`src/rtl/timer_counter_if.sv`:
```
// Device-bus bundle between the system bridge and the timer/counter responder.
// Bridge drives address/write data/write enable; the timer returns read data and its irq level.
interface timer_counter_if;
    logic [31:0] addr;
    logic        we;
    logic [31:0] wdata;
    logic [31:0] rdata;
    logic        irq;

    modport master (output addr, output we, output wdata, input rdata, input irq);
    modport slave  (input addr, input we, input wdata, output rdata, output irq);
endinterface

```
`src/rtl/timer_counter.sv`:
```
// Down-counting timer/counter peripheral: CTRL/PRESET/COUNT registers, one-shot or auto-reload, masked level irq.
// Register writes land at the clock edge; reads are combinational (the bridge adds the one cycle of read latency); no backpressure.
module timer_counter #(
    parameter logic [31:0] PRESET_RST = 32'h0000_0000
) (
    input  logic            clk,
    input  logic            reset,
    timer_counter_if.slave  bus
);

    typedef enum logic [1:0] {
        S_IDLE = 2'd0,
        S_LOAD = 2'd1,
        S_CNT  = 2'd2,
        S_INT  = 2'd3
    } state_t;

    state_t      r_state;
    logic [3:0]  r_ctrl;
    logic [31:0] r_preset;
    logic [31:0] r_count;
    logic        r_irq_flag;

    logic        w_wr_ctrl;
    logic        w_wr_preset;
    logic        w_en;
    logic        w_reload_mode;
    logic        w_expire;
    logic        w_int_clear;
    logic [31:0] w_rdata;
    logic        w_unused_addr;

    assign w_wr_ctrl     = bus.we && (bus.addr[3:2] == 2'd0);
    assign w_wr_preset   = bus.we && (bus.addr[3:2] == 2'd1);
    assign w_en          = r_ctrl[0];
    assign w_reload_mode = (r_ctrl[2:1] == 2'b01);
    // Terminal count: the CNT cycle that moves COUNT to 0 and raises the flag.
    assign w_expire      = (r_state == S_CNT) && w_en && (r_count <= 32'd1);
    assign w_int_clear   = (r_state == S_INT) && w_reload_mode;
    assign w_unused_addr = ^{bus.addr[31:4], bus.addr[1:0]};

    always_ff @(posedge clk or negedge reset) begin
        if (!reset) begin
            r_state    <= S_IDLE;
            r_ctrl     <= 4'h0;
            r_preset   <= PRESET_RST;
            r_count    <= 32'h0;
            r_irq_flag <= 1'b0;
        end else begin
            // A CPU write to CTRL takes priority over the one-shot EN auto-clear.
            if (w_wr_ctrl) begin
                r_ctrl <= bus.wdata[3:0];
            end else if (w_expire && !w_reload_mode) begin
                r_ctrl[0] <= 1'b0;
            end

            if (w_wr_preset) begin
                r_preset <= bus.wdata;
            end

            // Setting beats clearing so an expiry coinciding with a CPU write is never lost.
            if (w_expire) begin
                r_irq_flag <= 1'b1;
            end else if (w_wr_ctrl || w_wr_preset || w_int_clear) begin
                r_irq_flag <= 1'b0;
            end

            case (r_state)
                S_IDLE: begin
                    if (w_en) begin
                        r_state <= S_LOAD;
                    end
                end
                S_LOAD: begin
                    r_count <= r_preset;
                    r_state <= S_CNT;
                end
                S_CNT: begin
                    if (!w_en) begin
                        r_state <= S_IDLE;
                    end else if (r_count > 32'd1) begin
                        r_count <= r_count - 32'd1;
                    end else begin
                        r_count <= 32'h0;
                        r_state <= S_INT;
                    end
                end
                S_INT: begin
                    if (w_reload_mode && w_en) begin
                        r_state <= S_LOAD;
                    end else begin
                        r_state <= S_IDLE;
                    end
                end
                default: begin
                    r_state <= S_IDLE;
                end
            endcase
        end
    end

    always_comb begin
        w_rdata = 32'h0;
        case (bus.addr[3:2])
            2'd0:    w_rdata = {28'h0, r_ctrl};
            2'd1:    w_rdata = r_preset;
            2'd2:    w_rdata = r_count;
            default: w_rdata = 32'h0;
        endcase
    end

    assign bus.rdata = w_rdata;
    assign bus.irq   = r_irq_flag & r_ctrl[3];

endmodule

```
`src/flat_wrapper.sv`:
```
// flat-port wrapper written by rule: the top's interface ports become plain ports
module timer_counter_flat 
#(
    parameter logic [31:0] PRESET_RST = 32'h0000_0000
)
  (clk, reset, bus_addr, bus_we, bus_wdata, bus_rdata, bus_irq);
  timer_counter_if bus_i ();
  input  logic clk;
  input  logic reset;
  input wire logic [$bits(bus_i.addr)-1:0] bus_addr;
  input wire logic [$bits(bus_i.we)-1:0] bus_we;
  input wire logic [$bits(bus_i.wdata)-1:0] bus_wdata;
  output wire logic [$bits(bus_i.rdata)-1:0] bus_rdata;
  output wire logic [$bits(bus_i.irq)-1:0] bus_irq;
  assign bus_i.addr = bus_addr;
  assign bus_i.we = bus_we;
  assign bus_i.wdata = bus_wdata;
  assign bus_rdata = bus_i.rdata;
  assign bus_irq = bus_i.irq;
  timer_counter #(.PRESET_RST(PRESET_RST)) u_core (.clk(clk), .reset(reset), .bus(bus_i));
endmodule
```
`config.mk`:
```
export PLATFORM = sky130hd
export DESIGN_NAME = timer_counter_flat
export DESIGN_NICKNAME = d
export VERILOG_FILES = /design/src/rtl/timer_counter_if.sv /design/src/rtl/timer_counter.sv /design/src/flat_wrapper.sv
export SDC_FILE = /design/constraint.sdc
export NUM_CORES = 1
export LEC_CHECK = 0
export BUFFER_PORTS_ARGS = -buffer_cell sky130_fd_sc_hd__buf_4
export CORE_ASPECT_RATIO = 0.7
export CORE_MARGIN = 2
export CORE_UTILIZATION = 40
export DETAILED_ROUTE_END_ITERATION = 6
export HOLD_SLACK_MARGIN = 0.03
export SYNTH_ARGS = -nofsm -noshare
export SYNTH_HDL_FRONTEND = slang
export SYNTH_SLANG_ARGS = --single-unit
```
`constraint.sdc`:
```
create_clock -name clk -period 4.36 [get_ports clk]
set_input_delay 0.218 -clock clk [delete_from_list [all_inputs] [get_ports clk]]
set_output_delay 0.218 -clock clk [all_outputs]
set_load 0.1 [all_outputs]
```
==> impl_results.md <==
* Top-count cell post-synth: sky130_fd_sc_hd__dfrtp_1
* Met1 GRT Util at 0.313
* Status: complete, no violations
* Final sum of negative setup slack at 0 ns
* Setup violations, final at 0
* Sum of routed wire length over all layers at between 10,000 and 15,000 um
* Highest net fanout along the worst path at 16
* Setup fix buffers added after clock tree synthesis at 0
* Worst-case register-to-register setup slack at about 1.4 ns
* Critical Path Source Type: register
* Sequential fraction of the synthesis area at 0.432
* Clock slew at the register clock pins of the worst setup and hold paths at around 0.060 ns
* Antenna Cells at 0
* First DRT Iteration DRCs at about 380
* Flip-flop and latch count after synthesis at slightly above 70
* Slew at the pin with the worst max-slew slack at approximately 0.9 ns
* PD cells at ~700 nW/um^2
* Final period util at 0.686
* Clock sink count at between 70 and 80
* Io pins at 100
* Via count of the first global-routing pass at 3,472
* Worst r2r src: u_core.r_state[0]$_DFFE_PN0P_
* Routed wirelength normalized by instance count at around 19 um
* Instance count of the mapped netlist at about 420
* Area post-placement at around 4700 sq um
* Root cell of the clock tree: sky130_fd_sc_hd__clkbuf_16
* R2R Path End: u_core.r_count[22]$_DFFE_PN0P_
* Worst Path Required at between 4 and 5 ns
* Number of placement rows at 30
* Number of warnings issued by yosys at 0
* Max H-tree Level at 3
* Count of maximum capacitance violations at 0
* Die Ht at just under 90 um
* Number of filler cells placed in the layout at between 900 and 1,000
* Top area cells in the synthesized netlist: sky130_fd_sc_hd__dfrtp_1, sky130_fd_sc_hd__mux2_2, sky130_fd_sc_hd__a22o_1
* Final Core Density at 0.504
* Cell variety after synth at 56
* CTS tree: done
* Vias at roughly 3,700
* Syn Std Cell Area at 4110 sq um
* Slew Limit Headroom at 0.390
* Most frequent cells after synthesis: sky130_fd_sc_hd__dfrtp_1, sky130_fd_sc_hd__mux2_2, sky130_fd_sc_hd__a22o_1, sky130_fd_sc_hd__nand2_1, sky130_fd_sc_hd__nand3_1
* Crit path arrival time at 3.24 ns
* Final Skew at 0.00621 ns
* Number of detailed-routing iterations run before antenna repair at 5
* Post-route DRC violation count at 0
* Commonest register cell after synthesis: sky130_fd_sc_hd__dfrtp_1
* Clock period minus worst slack at about 3.0 ns
* Die width at 125 um
* Total congestion overflow after global routing at 0
* Number of antenna violations at the first check in global routing at 0
* Final design instance area without fill at just under 5000 sq um
* Net total in the final layout at approximately 540
* Clock Path Buffers at 2
* Number of pins exceeding their max-slew limit in the final report at 0
* Latest clock arrival within the worst-skew pair at about 0.34 ns
* Met2 usage in global routing at 0.326
* Global-route wire length before repair at 18,600 um
* Worst Setup Path Type: register to register
* RD Place Congestion at between 0.8 and 0.9
* Total clock buffers created by CTS at 9
* Global-route total usage across every layer at 0.217
* Max VDD drop at 0.320 mV
* Pin count of the biggest net entering global routing at 72
* Area added between synthesis and finish at 20.6%
* Max Clk Rate at 0.335 GHz
* Sort of element at the end of the critical path: register
* Share of post-route cells with drive strength above 1 at 0.290
* Worst-case reg-to-reg path depth at 6
* Number of hold-slack violations in the final timing report at 0
* Post-CTS Resized at 0
* Number of enable-type register cells in the synthesized netlist at 0
* Met3 Use GR at 0.0538
* RSZ-0062 raised after global routing: false
* Post-synthesis average cell area at ~9.9 sq um
* Class of the worst hold path: input pin to asynchronous set/reset pin
* Area of the die at approximately 11,000 sq um
* Core Box Area at around 10000 sq um
* Hold buffers post-CTS at 0
* Standby leakage power at roughly 2.1 nW
* Via count normalized by instance count at 6.13
* Net count after synthesis at approximately 490
* Initial standard-cell utilization of the core at 0.418
* Post-DRT Antenna Nets at 0
* Grt peak-use layer: met2
* Share of the synthesized area in the top cell type at 0.432
* Half-perimeter wire length after placement at ~7700 um
* FFs w/ async S/R, synth at 1.00
* Number of port buffers at 69
* Dominant cell type by area after synthesis: sky130_fd_sc_hd__dfrtp_1
cell type report:
| class | instances | area (sq um) | area share |
|---|---|---|---|
| clock buffer | 14 | 254 | 0.0512 |
| clock inverter | 1 | 5.00 | 0.00101 |
| inverter | 13 | 48.8 | 0.00984 |
| multi-input combinational | 298 | 2140 | 0.432 |
| sequential | 71 | 1780 | 0.358 |
| tap | 128 | 160 | 0.0323 |
| timing repair buffer | 76 | 571 | 0.115 |
state kept, by name (all words and copies together) (netlist names):
register and count:
u_core.r_count 32, u_core.r_ctrl 4, u_core.r_preset 32, u_core.r_irq_flag 1, u_core.r_state 2
where the power goes:
group	internal, mW	switching (mW)
registers	0.881	0.341
logic	0.540	1.07
clock network	0.397	0.256
critical path, cell delays in order (launching register included):
cell,delay (ns)
sky130_fd_sc_hd__dfrtp_1,0.61
sky130_fd_sc_hd__nor2b_1,0.76
sky130_fd_sc_hd__buf_4,0.33
sky130_fd_sc_hd__o31ai_1,0.22
sky130_fd_sc_hd__buf_4,0.26
sky130_fd_sc_hd__or3_1,0.51
sky130_fd_sc_hd__o211ai_1,0.21
per-stage QoR:
step                hold WS, ns  instances  power (mW)  worst slack, ns
floorplan               -0.0776        416        2.42             1.43
detailed placement        0.410        586        2.82             1.44
global placement          0.420        586        2.79             1.51
global route              0.103        601        3.70             1.21
finish                   0.0154        601        3.48             1.37
CTS                      0.0534        601        3.50             1.43
cells by family after synthesis:
| kind of cell | synth area share |
|---|---|
| adders and majority gates | 0.00609 |
| muxes | 0.111 |
| and+or+nand+nor | 0.194 |
| buffers and inverters | 0.0487 |
| DFF | 0.432 |
| AOI/OAI and AO/OA | 0.208 |
layer usage:
metal / vias up / routed length (um)
li1: 1698 / -
met1: 1824 / 5510
met2: 151 / 4980
met3: 9 / 890
met4: 0 / 127
met5: - / 0
worst max-delay path by stage:
stage,startpoint,to,slack (ns),depth (start not counted)
6_report,u_core.r_state[0]$_DFFE_PN0P_,u_core.r_count[22]$_DFFE_PN0P_,1.37,6
5_1_grt,u_core.r_state[0]$_DFFE_PN0P_,u_core.r_count[25]$_DFFE_PN0P_,1.21,4
4_1_cts,u_core.r_state[0]$_DFFE_PN0P_,u_core.r_count[22]$_DFFE_PN0P_,1.43,6
3_5_place_dp,u_core.r_state[0]$_DFFE_PN0P_,u_core.r_count[22]$_DFFE_PN0P_,1.44,6
3_3_place_gp,u_core.r_state[0]$_DFFE_PN0P_,u_core.r_count[25]$_DFFE_PN0P_,1.51,4
2_1_floorplan,u_core.r_ctrl[0]$_DFFE_PN0P_,bus_rdata[0],1.43,3
layout by cell type, fill, tap and decap left out, drive strengths merged, types with 3 or more instances in the layout:
cell / n
inv: 13
a22o: 31
dfrtp: 71
nor2b: 5
buf: 76
nor2: 18
or2: 4
nor4: 10
mux2: 35
or3: 7
clkbuf: 14
nor3: 15
or4: 7
nand4: 7
mux2i: 6
and3: 8
a221o: 4
o211ai: 7
a31oi: 4
nand2: 25
a22oi: 7
o31ai: 3
o21ai: 18
a21oi: 14
o311ai: 6
nand3: 25
Note: power is estimated with default switching activity, not from simulation.
